<file path="src/rtl/pipe_stage_buf.sv">
// Elastic pipeline stage: DEPTH-entry in-order buffer with ready/valid on both sides and flush.
// Optional stall/full cycle counters are enabled by defining PIPE_STALL_CNT_EN.
module pipe_stage_buf #(
    parameter int unsigned DATA_W = 32,
    parameter int unsigned DEPTH  = 2,
    parameter int unsigned CNT_W  = $clog2(DEPTH + 1)
) (
    input  logic              clk_in,
    input  logic              rst_in,
    input  logic              flush_in,
    input  logic              in_valid,
    input  logic [DATA_W-1:0] in_data,
    output logic              in_ready,
    output logic              out_valid,
    output logic [DATA_W-1:0] out_data,
    input  logic              out_ready,
    output logic [CNT_W-1:0]  count
`ifdef PIPE_STALL_CNT_EN
    ,
    output logic [31:0]       stall_cnt,
    output logic [31:0]       full_cycles
`endif
);

    localparam int unsigned       PTR_W    = $clog2(DEPTH);
    localparam logic [CNT_W-1:0] FULL_CNT = CNT_W'(DEPTH);

    logic [DATA_W-1:0] r_mem [DEPTH];
    logic [PTR_W-1:0]  r_wr_ptr;
    logic [PTR_W-1:0]  r_rd_ptr;
    logic [CNT_W-1:0]  r_cnt;

    logic [PTR_W-1:0]  w_wr_ptr_nxt;
    logic [PTR_W-1:0]  w_rd_ptr_nxt;
    logic [CNT_W-1:0]  w_cnt_nxt;
    logic              w_full;
    logic              w_empty;
    logic              w_push;
    logic              w_pop;

    // in_ready depends on registered occupancy only, so no out_ready -> in_ready path exists.
    assign w_full    = (r_cnt == FULL_CNT);
    assign w_empty   = (r_cnt == '0);
    assign in_ready  = !w_full;
    assign out_valid = !w_empty;
    assign out_data  = out_valid ? r_mem[r_rd_ptr] : '0;
    assign count     = r_cnt;

    assign w_push = in_valid && in_ready && !flush_in;
    assign w_pop  = out_valid && out_ready;

    always_comb begin
        w_wr_ptr_nxt = r_wr_ptr;
        w_rd_ptr_nxt = r_rd_ptr;
        w_cnt_nxt    = r_cnt;
        if (flush_in) begin
            w_wr_ptr_nxt = '0;
            w_rd_ptr_nxt = '0;
            w_cnt_nxt    = '0;
        end else begin
            if (w_push) begin
                w_wr_ptr_nxt = r_wr_ptr + PTR_W'(1);
            end
            if (w_pop) begin
                w_rd_ptr_nxt = r_rd_ptr + PTR_W'(1);
            end
            unique case ({w_push, w_pop})
                2'b10:   w_cnt_nxt = r_cnt + CNT_W'(1);
                2'b01:   w_cnt_nxt = r_cnt - CNT_W'(1);
                default: w_cnt_nxt = r_cnt;
            endcase
        end
    end

    always_ff @(posedge clk_in or negedge rst_in) begin
        if (!rst_in) begin
            r_wr_ptr <= '0;
            r_rd_ptr <= '0;
            r_cnt    <= '0;
        end else begin
            r_wr_ptr <= w_wr_ptr_nxt;
            r_rd_ptr <= w_rd_ptr_nxt;
            r_cnt    <= w_cnt_nxt;
        end
    end

    // Payload storage is not reset; out_data is gated by out_valid instead.
    always_ff @(posedge clk_in) begin
        if (w_push) begin
            r_mem[r_wr_ptr] <= in_data;
        end
    end

`ifdef PIPE_STALL_CNT_EN
    logic [31:0] r_stall_cnt;
    logic [31:0] r_full_cycles;

    // Saturating counters; flush intentionally leaves them alone.
    always_ff @(posedge clk_in or negedge rst_in) begin
        if (!rst_in) begin
            r_stall_cnt   <= '0;
            r_full_cycles <= '0;
        end else begin
            if (out_valid && !out_ready && (r_stall_cnt != '1)) begin
                r_stall_cnt <= r_stall_cnt + 32'd1;
            end
            if (w_full && (r_full_cycles != '1)) begin
                r_full_cycles <= r_full_cycles + 32'd1;
            end
        end
    end

    assign stall_cnt   = r_stall_cnt;
    assign full_cycles = r_full_cycles;
`endif

`ifndef SYNTHESIS
    a_cnt_bound : assert property (@(posedge clk_in) disable iff (!rst_in) r_cnt <= FULL_CNT);
    a_no_push_full : assert property (@(posedge clk_in) disable iff (!rst_in) w_full |-> !w_push);
`endif

endmodule
</file>
<file path="config.mk">
export PLATFORM = sky130hd
export DESIGN_NAME = pipe_stage_buf
export DESIGN_NICKNAME = d
export VERILOG_FILES = /design/src/rtl/pipe_stage_buf.sv
export SDC_FILE = /design/constraint.sdc
export NUM_CORES = 1
export LEC_CHECK = 0
export BUFFER_PORTS_ARGS = -buffer_cell sky130_fd_sc_hd__buf_2
export CORE_ASPECT_RATIO = 0.7
export CORE_MARGIN = 4
export CORE_UTILIZATION = 45
export DETAILED_ROUTE_END_ITERATION = 8
export MAX_ROUTING_LAYER = met4
export PLACE_DENSITY = 0.79
export SYNTH_ARGS = -nofsm -noshare
export SYNTH_HDL_FRONTEND = slang
export SYNTH_SLANG_ARGS = --single-unit
</file>
<file path="constraint.sdc">
create_clock -name clk_in -period 3.2 [get_ports clk_in]
set_input_delay 0 -clock clk_in [delete_from_list [all_inputs] [get_ports clk_in]]
set_output_delay 0 -clock clk_in [all_outputs]
set_load 0.05 [all_outputs]
</file>
==> metrics.yaml, run 1 <==
status: "completed"
io_pins: 73
fill_cells: 436
crit_type: "reg2out"
seq_area_frac_synth: 0.7666
period_share: 0.6724
endpoint_kind: "primary output"
critical-path-top-delay-family: "simple AND/OR/NAND/NOR gates"
powerDensity_mw_per_mm2: 561.0
clock_sinks: 68
worstPathMaxFanout: 21
post-cts-setup-buffers: 0
met1_usage: 0.1945
multi_input_area_um2: 586.8
n_antenna_cell: 0
fmax_ghz: 0.4648
setup_violations: 0
dp_hpwl_mm: 3.250
port_buffers: 72
worst-path-buf-inv: 2
vias_per_cell: 4.854
cts_tree: "built"
slew_violations: 0
syn_area_mm2: 0.002638
yosys_warnings: 0
crit_arrival_ns: 2.15
synth.most_common_cell: "edfxtp_1"
yosys-top-cells-count: "edfxtp_1 (64), nor2_1 (34), mux2i_1 (33)"
synth_cell_types: 20
grt_overflow: 0
htreeDepth: 3
crit_required_ns: 3.20
hold_viol: 0
route.detailed.drc: 0
rows: 23
core_mm2: 0.005698
maxCapViolCount: 0
total_power_mw: 2.052
ant_nets: 0
syn_inst: 162
max_stage_delay_ns: 0.72
cts_resized: 0
finalHoldWorstSlack_ns: 0.07570
cts_root_buf: "clkbuf_8"
drt-pass1-iter-count: 4
finalWorstPathRequiredPeriod_ns: 2.152
clock_path_buffers: 2
fin_worst_skew_ns: 0.008071
p_leak_nw: 1.420
synth_edf_count: 64
grt_pass1_wl_mm: 8.590
routedWlPerCell_um: 14.90
clk_pin_slew_worst_paths_ns: 0.07
rsz0062_at_grt: "no"
die_area_mm2: 0.007170
slowest_stage: "nor2_2"
ys_ff_latch: 68
tns_ns: 0
die_x_um: 99.51
grt_max_degree: 34
ir_drop_v: 0.0003878
synth_area_per_cell_um2: 16.28
synth_area_leaders: "edfxtp_1 (73%), mux2i_1 (13%), nor2_1 (4.8%)"
gr-usage-all-layers: 0.1662
cts_made_buffers: 9
insertion_delay_ns: 0.34
die_y_um: 72.06
vias: 1733
hp-class: "in2reg"
fin_nets: 314
mappedNetlistNets: 199
syn2layout_area_growth_pct: 38.66
yosysTopAreaCell: "edfxtp_1"
async_reset_ff_frac: 0.05882
worstMarginPinSlew_ns: 0.9886
ys.flop_type: "edfxtp_1"
startpoint_type: "register"
grt_busiest_layer: "met2"
drive_gt1_frac: 0.3440
wl_mm: 5.318
grt_pass1_vias: 1774
drt_iter0_markers: 110
synth_top_area_frac: 0.7287
max_slew_margin: 0.3410
seq_area_mm2: 0.002023
use_met2: 0.2641
use_met3: 0.07301
antenna_found_initial: 0
path_cells: "nor2_2 -> buf_4 -> nor2_1 -> buf_2"
place.gp.congestion: 0.7972
start_util: 0.4629
==> layout by cell type (no fill, tap or decap), drive strengths merged, types with 2 or more instances in the layout <==
cell type    instances
o21ai                2
clkinvlp             3
dfrtp                4
a21oi                4
edfxtp              64
mux2i               33
clkbuf               9
nor3b                2
dlygate4sd3         36
clkinv               2
buf                 75
nor2                34
inv                  4
==> final timing paths <==
path / start / endpoint / slack (ns) / depth (start not counted)
setup / recovery: count[1]$_DFFE_PN0P_ / out_data[30] / 1.05 / 4
hold / removal: in_valid / count[0]$_DFFE_PN0P_ / 0.08 / 3
setup reg to reg: count[1]$_DFFE_PN0P_ / r_mem[1][30]$_DFFE_PP_ / 1.34 / 5
hold reg to reg: r_wr_ptr$_DFFE_PN0P_ / r_wr_ptr$_DFFE_PN0P_ / 0.67 / 2
max in group asynchronous: rst_in / r_rd_ptr$_DFFE_PN0P_ / 2.41 / 3
min in group asynchronous: rst_in / count[1]$_DFFE_PN0P_ / 0.58 / 3
==> routing by layer <==
| layer | wire [um] | part of all wire | up-vias |
|---|---|---|---|
| met5 | 0 | 0 | - |
| met2 | 2611 | 0.49 | 68 |
| li1 | - | - | 829 |
| met3 | 445 | 0.084 | 7 |
| met4 | 22 | 0.0041 | 0 |
| met1 | 2238 | 0.42 | 829 |
==> per-stage QoR <==
stage	setup WS, ns	std cells	area [um^2]	util
floorplan	0.06317	162	2648	-
global placement	1.427	305	3098	0.5437
detailed placement	1.348	305	3098	0.5437
CTS	0.9864	357	3657	0.6419
global route	0.8250	357	3657	0.6419
finish	1.048	357	3657	0.6419
==> cell families after synthesis <==
group / count (synthesis) / share of synthesized area
xor gates and xnor gates: 1 / 0.003321
DFF: 68 / 0.7666
buffers and inverters: 10 / 0.02040
and+or+nand+nor: 42 / 0.06736
AOI/OAI and AO/OA: 8 / 0.01708
muxes: 33 / 0.1252
==> flip-flops by register name (all words and copies together), names as in the netlist <==
register,flops
count,2
r_mem,64
r_rd_ptr,1
r_wr_ptr,1
==> report_power, final <==
part           switching, mW  internal [mW]
Clock                  0.319          0.361
Sequential            0.0303           1.01
Combinational          0.218          0.113
==> layout make-up <==
| type | instances | share of cell area |
|---|---|---|
| multi-input cells | 84 | 0.1605 |
| flip-flops and latches | 68 | 0.5532 |
| clock inverters | 7 | 0.02053 |
| clock buffers | 9 | 0.03387 |
| repair buffers | 111 | 0.2032 |
| inverters | 3 | 0.003079 |
| well taps | 75 | 0.02566 |
==> worst min-delay path, stage by stage <==
cell	delay [ns]
buf_2	0.14
a21oi_1	0.13
a21oi_1	0.09
==> what timing repair did <==
item | in CTS | in global routing
hold buffers | 36 | 0
hold endpoints to repair | 72 | 0
endpoints found under the setup margin | 0 | 0
Note: power is estimated with default switching activity, not from simulation.
==> run 2, diff against run 1 <==
Settings changed: PLACE_DENSITY 0.79 to 0.76.
Clock period 3.2 ns to 2.1 ns, I/O delays scaled along.
==> metrics.yaml, run 2 (same netlist as run 1, synthesis figures left out) <==
timing.final.ws_setup_ns: 0.4566
hp-class: "in2reg"
reg2reg_depth: 5
worstPathMaxFanout: 26
clock_sinks: 68
crit_arrival_ns: 1.64
io_pins: 73
final_common_cell: "buf_2"
max_slew_margin: 0.7995
routed-wl-met2_mm: 2.534
vias_per_cell: 4.598
die_x_um: 99.51
grt_max_degree: 27
dp_slack_ns: 0.5210
drt-pass1-iter-count: 4
antenna_found_initial: 0
path_depth: 4
port_buffers: 72
die_y_um: 72.06
clock_path_buffers: 2
fin_worst_skew_ns: 0.003137
route.detailed.drc: 0
path_cells: "buf_12 -> mux2i_1 -> nor2_1 -> buf_2"
met1Wirelength_mm: 2.085
max_stage_delay_ns: 0.52
dpl.cell_count: 309
clk_pin_slew_worst_paths_ns: 0.07
cts_resized: 0
fill_cells: 420
syn2layout_area_growth_pct: 40.51
worst-path-buf-inv: 2
startpoint: "r_rd_ptr$_DFFE_PN0P_"
endpoint_kind: "primary output"
rsz0062_at_grt: "no"
cts_made_buffers: 9
crit_required_ns: 2.10
cts_tree: "built"
routedWlPerCell_um: 14.01
die_area_mm2: 0.007170
critical-path-top-delay-family: "buffers and inverters"
place.gp.congestion: 0.7501
ant_nets: 0
min_from: "in_valid"
rows: 23
crit_type: "reg2out"
period_share: 0.7826
status: "completed"
vias: 1660
slew_violations: 0
worstMarginPinSlew_ns: 0.3007
startpoint_type: "register"
htreeDepth: 3
ir_drop_v: 0.0005712
dp_hpwl_mm: 3.312
layout_common_cells: "buf_2 (72), edfxtp_1 (64), dlygate4sd3_1 (36), mux2i_1 (33), nor2_1 (33)"
p_leak_nw: 1.443
cts_root_buf: "clkbuf_8"
gr-usage-all-layers: 0.1582
multi_input_area_um2: 601.8
hold_viol: 0
post-cts-setup-buffers: 0
grt_overflow: 0
cts_hold_buf: 36
start_util: 0.4629
powerDensity_mw_per_mm2: 831.8
total_power_mw: 3.083
stdcell_count: 361
largest_reg_flops: 64
holdPathStages: 3
r2r_start: "count[1]$_DFFE_PN0P_"
maxCapViolCount: 0
core_mm2: 0.005698
slowest_stage: "dfrtp_2"
grt_pass1_vias: 1798
insertion_delay_ns: 0.33
tns_ns: 0
fin_nets: 318
drive_gt1_frac: 0.3566
highest_layer: "met4"
finalWorstPathRequiredPeriod_ns: 1.643
setup_violations: 0
n_antenna_cell: 0
seq_area_mm2: 0.002026
grt_pass1_wl_mm: 8.190
drt_iter0_markers: 95
wl_met3_um: 371
fmax_ghz: 0.6085
wl_mm: 5.059
top_register: "r_mem"
==> run 2: area by class of cell <==
type	instances	share of cell area
well taps	75	0.02532
clock inverters	6	0.01485
clock buffers	10	0.03444
multi-input cells	84	0.1624
inverters	3	0.004389
flip-flops and latches	68	0.5466
repair buffers	115	0.2120
==> run 2: power breakdown <==
| part | switching, mW | internal [mW] | total [mW] |
|---|---|---|---|
| sequential | 0.0252 | 1.54 | 1.57 |
| clock | 0.446 | 0.536 | 0.982 |
| combinational | 0.352 | 0.183 | 0.535 |
| total | 0.823 | 2.26 | 3.08 |
==> run 2: worst paths after layout <==
| kind | to | slack [ns] |
|---|---|---|
| max in group asynchronous | count[1]$_DFFE_PN0P_ | 1.35 |
| min in group asynchronous | count[0]$_DFFE_PN0P_ | 0.56 |
| worst min register to register | r_wr_ptr$_DFFE_PN0P_ | 0.63 |
| worst max register to register | r_mem[1][21]$_DFFE_PP_ | 0.51 |
| worst max-delay path | out_data[17] | 0.46 |
| worst min-delay path | count[0]$_DFFE_PN0P_ | 0.06 |
==> run 2: worst register-to-register path, stage by stage (launching register included) <==
cell and delay [ns]:
dfrtp_2 0.45, nor2b_4 0.16, inv_6 0.06, nand2_4 0.06
nor3b_4 0.19, buf_4 0.33
==> run 2: per-layer routing <==
| layer | vias up | GRT usage |
|---|---|---|
| met5 | - | - |
| met3 | 9 | 0.05379 |
| met1 | 758 | 0.1754 |
| met2 | 59 | 0.2723 |
| met4 | 0 | 0.05000 |
| li1 | 834 | - |
==> run 2: metrics by stage <==
stage,util,area [um^2],hold WS [ns]
floorplan,-,2683,-0.2956
detailed placement,0.5551,3163,-0.1821
global placement,0.5551,3163,-0.1904
finish,0.6504,3706,0.06149
global route,0.6504,3706,0.08250
CTS,0.6504,3706,0.04267
==> run 3, diff against run 2 <==
Settings changed: PLACE_DENSITY 0.76 to 0.79.
Clock period 2.1 ns to 1.5 ns, I/O delays scaled along.
==> metrics.yaml, run 3 (same netlist as run 1, synthesis figures left out) <==
hold_viol: 0
period_share: 0.9745
p_clk_frac: 0.337
max_slew_margin: 0.8112
wl_mm: 5.790
drt-pass1-iter-count: 4
maxCapViolCount: 0
route.detailed.drc: 0
crit_required_ns: 1.50
setup_violations: 0
p_sw_mw: 1.221
vias: 1757
cts_tree: "built"
p_seq_frac: 0.458
largest_reg_flops: 64
dp_hpwl_mm: 3.360
status: "completed"
p_sw_frac: 0.2559
gr-usage-all-layers: 0.1729
rsz0062_at_grt: "yes"
die_area_mm2: 0.007170
grt_overflow: 0
cts_made_buffers: 9
fin_nets: 322
pwr-share-comb: 0.205
layout_common_cells: "edfxtp_1 (64), buf_2 (39), dlygate4sd3_1 (36), buf_6 (34), nor2_2 (29)"
p_int_mw: 3.550
finish.instance_area_mm2: 0.004149
p_leak_nw: 1.539
grt_max_degree: 27
drive_gt1_frac: 0.4828
fmax_ghz: 0.6841
grt_pass1_wl_mm: 8.894
tns_ns: 0
place.gp.congestion: 0.7259
grt_pass1_vias: 1874
port_buffers: 72
rows: 23
n_antenna_cell: 0
clock_sinks: 68
finalHoldWorstSlack_ns: 0.08396
antenna_found_initial: 0
total_power_mw: 4.771
final_common_cell: "edfxtp_1"
ir_drop_v: 0.0007557
powerDensity_mw_per_mm2: 1150
hp-class: "in2reg"
syn2layout_area_growth_pct: 57.31
worstPathMaxFanout: 13
finalWorstPathRequiredPeriod_ns: 1.462
die_y_um: 72.06
startpoint_type: "register"
drt_iter0_markers: 119
cts_root_buf: "clkbuf_8"
crit_arrival_ns: 1.46
clk_pin_slew_worst_paths_ns: 0.06
ant_nets: 0
worstMarginPinSlew_ns: 0.2852
clock_path_buffers: 2
fin_worst_skew_ns: 0.008885
htreeDepth: 3
core_mm2: 0.005698
top_register: "r_mem"
vias_per_cell: 4.814
io_pins: 73
placed_area_mm2: 0.003313
die_x_um: 99.51
crit_type: "reg2out"
routedWlPerCell_um: 15.86
insertion_delay_ns: 0.34
start_util: 0.4629
slew_violations: 0
endpoint_kind: "primary output"
## run 3: per-layer routing
metal / GRT usage / routed length (um)
met1: 0.1983 / 2476
met2: 0.2835 / 2882
met3: 0.06052 / 349
met4: 0.06515 / 82
met5: - / 0
## run 3: cell type report
| class | instances | area (um^2) |
|---|---|---|
| fillers | 361 | 1549 |
| repair buffers | 119 | 1094 |
| multi-input cells | 84 | 706.9 |
| clock buffers | 14 | 152.6 |
| well taps | 75 | 93.84 |
| clock inverters | 2 | 60.06 |
| flip-flops and latches | 68 | 2026 |
| inverters | 3 | 16.27 |
## run 3: worst max-delay path, stage by stage (launching register included)
cell	delay, ns
dfrtp_2	0.45
clkbuf_16	0.20
mux2i_2	0.16
nor2_1	0.13
buf_6	0.18
## run 3: what timing repair did
action,CTS,global route
hold endpoints to repair,72,0
buffers inserted,0,0
hold buffers,36,0
endpoints found under the setup margin,33,32
cloned,0,1
gates resized for setup,58,15
## run 3: through the flow
step	worst slack [ns]	instances	util
finish	0.03819	365	0.7282
global route	-0.03709	365	0.7282
CTS	-0.01840	364	0.7130
detailed placement	0.08090	312	0.5815
global placement	0.1019	312	0.5815
floorplan	-0.7147	162	-
## run 3: worst paths after layout
| path | slack (ns) | to | startpoint | cells past startpoint |
|---|---|---|---|---|
| worst max register to register | 0.08 | r_mem[1][31]$_DFFE_PP_ | count[1]$_DFFE_PN0P_ | 5 |
| worst min-delay path | 0.08 | count[0]$_DFFE_PN0P_ | in_valid | 3 |
| worst max-delay path | 0.04 | out_data[14] | r_rd_ptr$_DFFE_PN0P_ | 4 |
| min in group asynchronous | 0.60 | r_wr_ptr$_DFFE_PN0P_ | rst_in | 3 |
| max in group asynchronous | 0.69 | count[1]$_DFFE_PN0P_ | rst_in | 3 |
| worst min register to register | 0.63 | r_wr_ptr$_DFFE_PN0P_ | r_wr_ptr$_DFFE_PN0P_ | 2 |
## run 3: power groups by stage
stage	logic [mW]	registers [mW]	clock network (mW)
CTS	0.938	2.18	1.64
global route	1.03	2.19	1.71
global placement	0.767	2.22	0
detailed placement	0.777	2.22	0
finish	0.978	2.18	1.61
floorplan	0.527	2.23	0
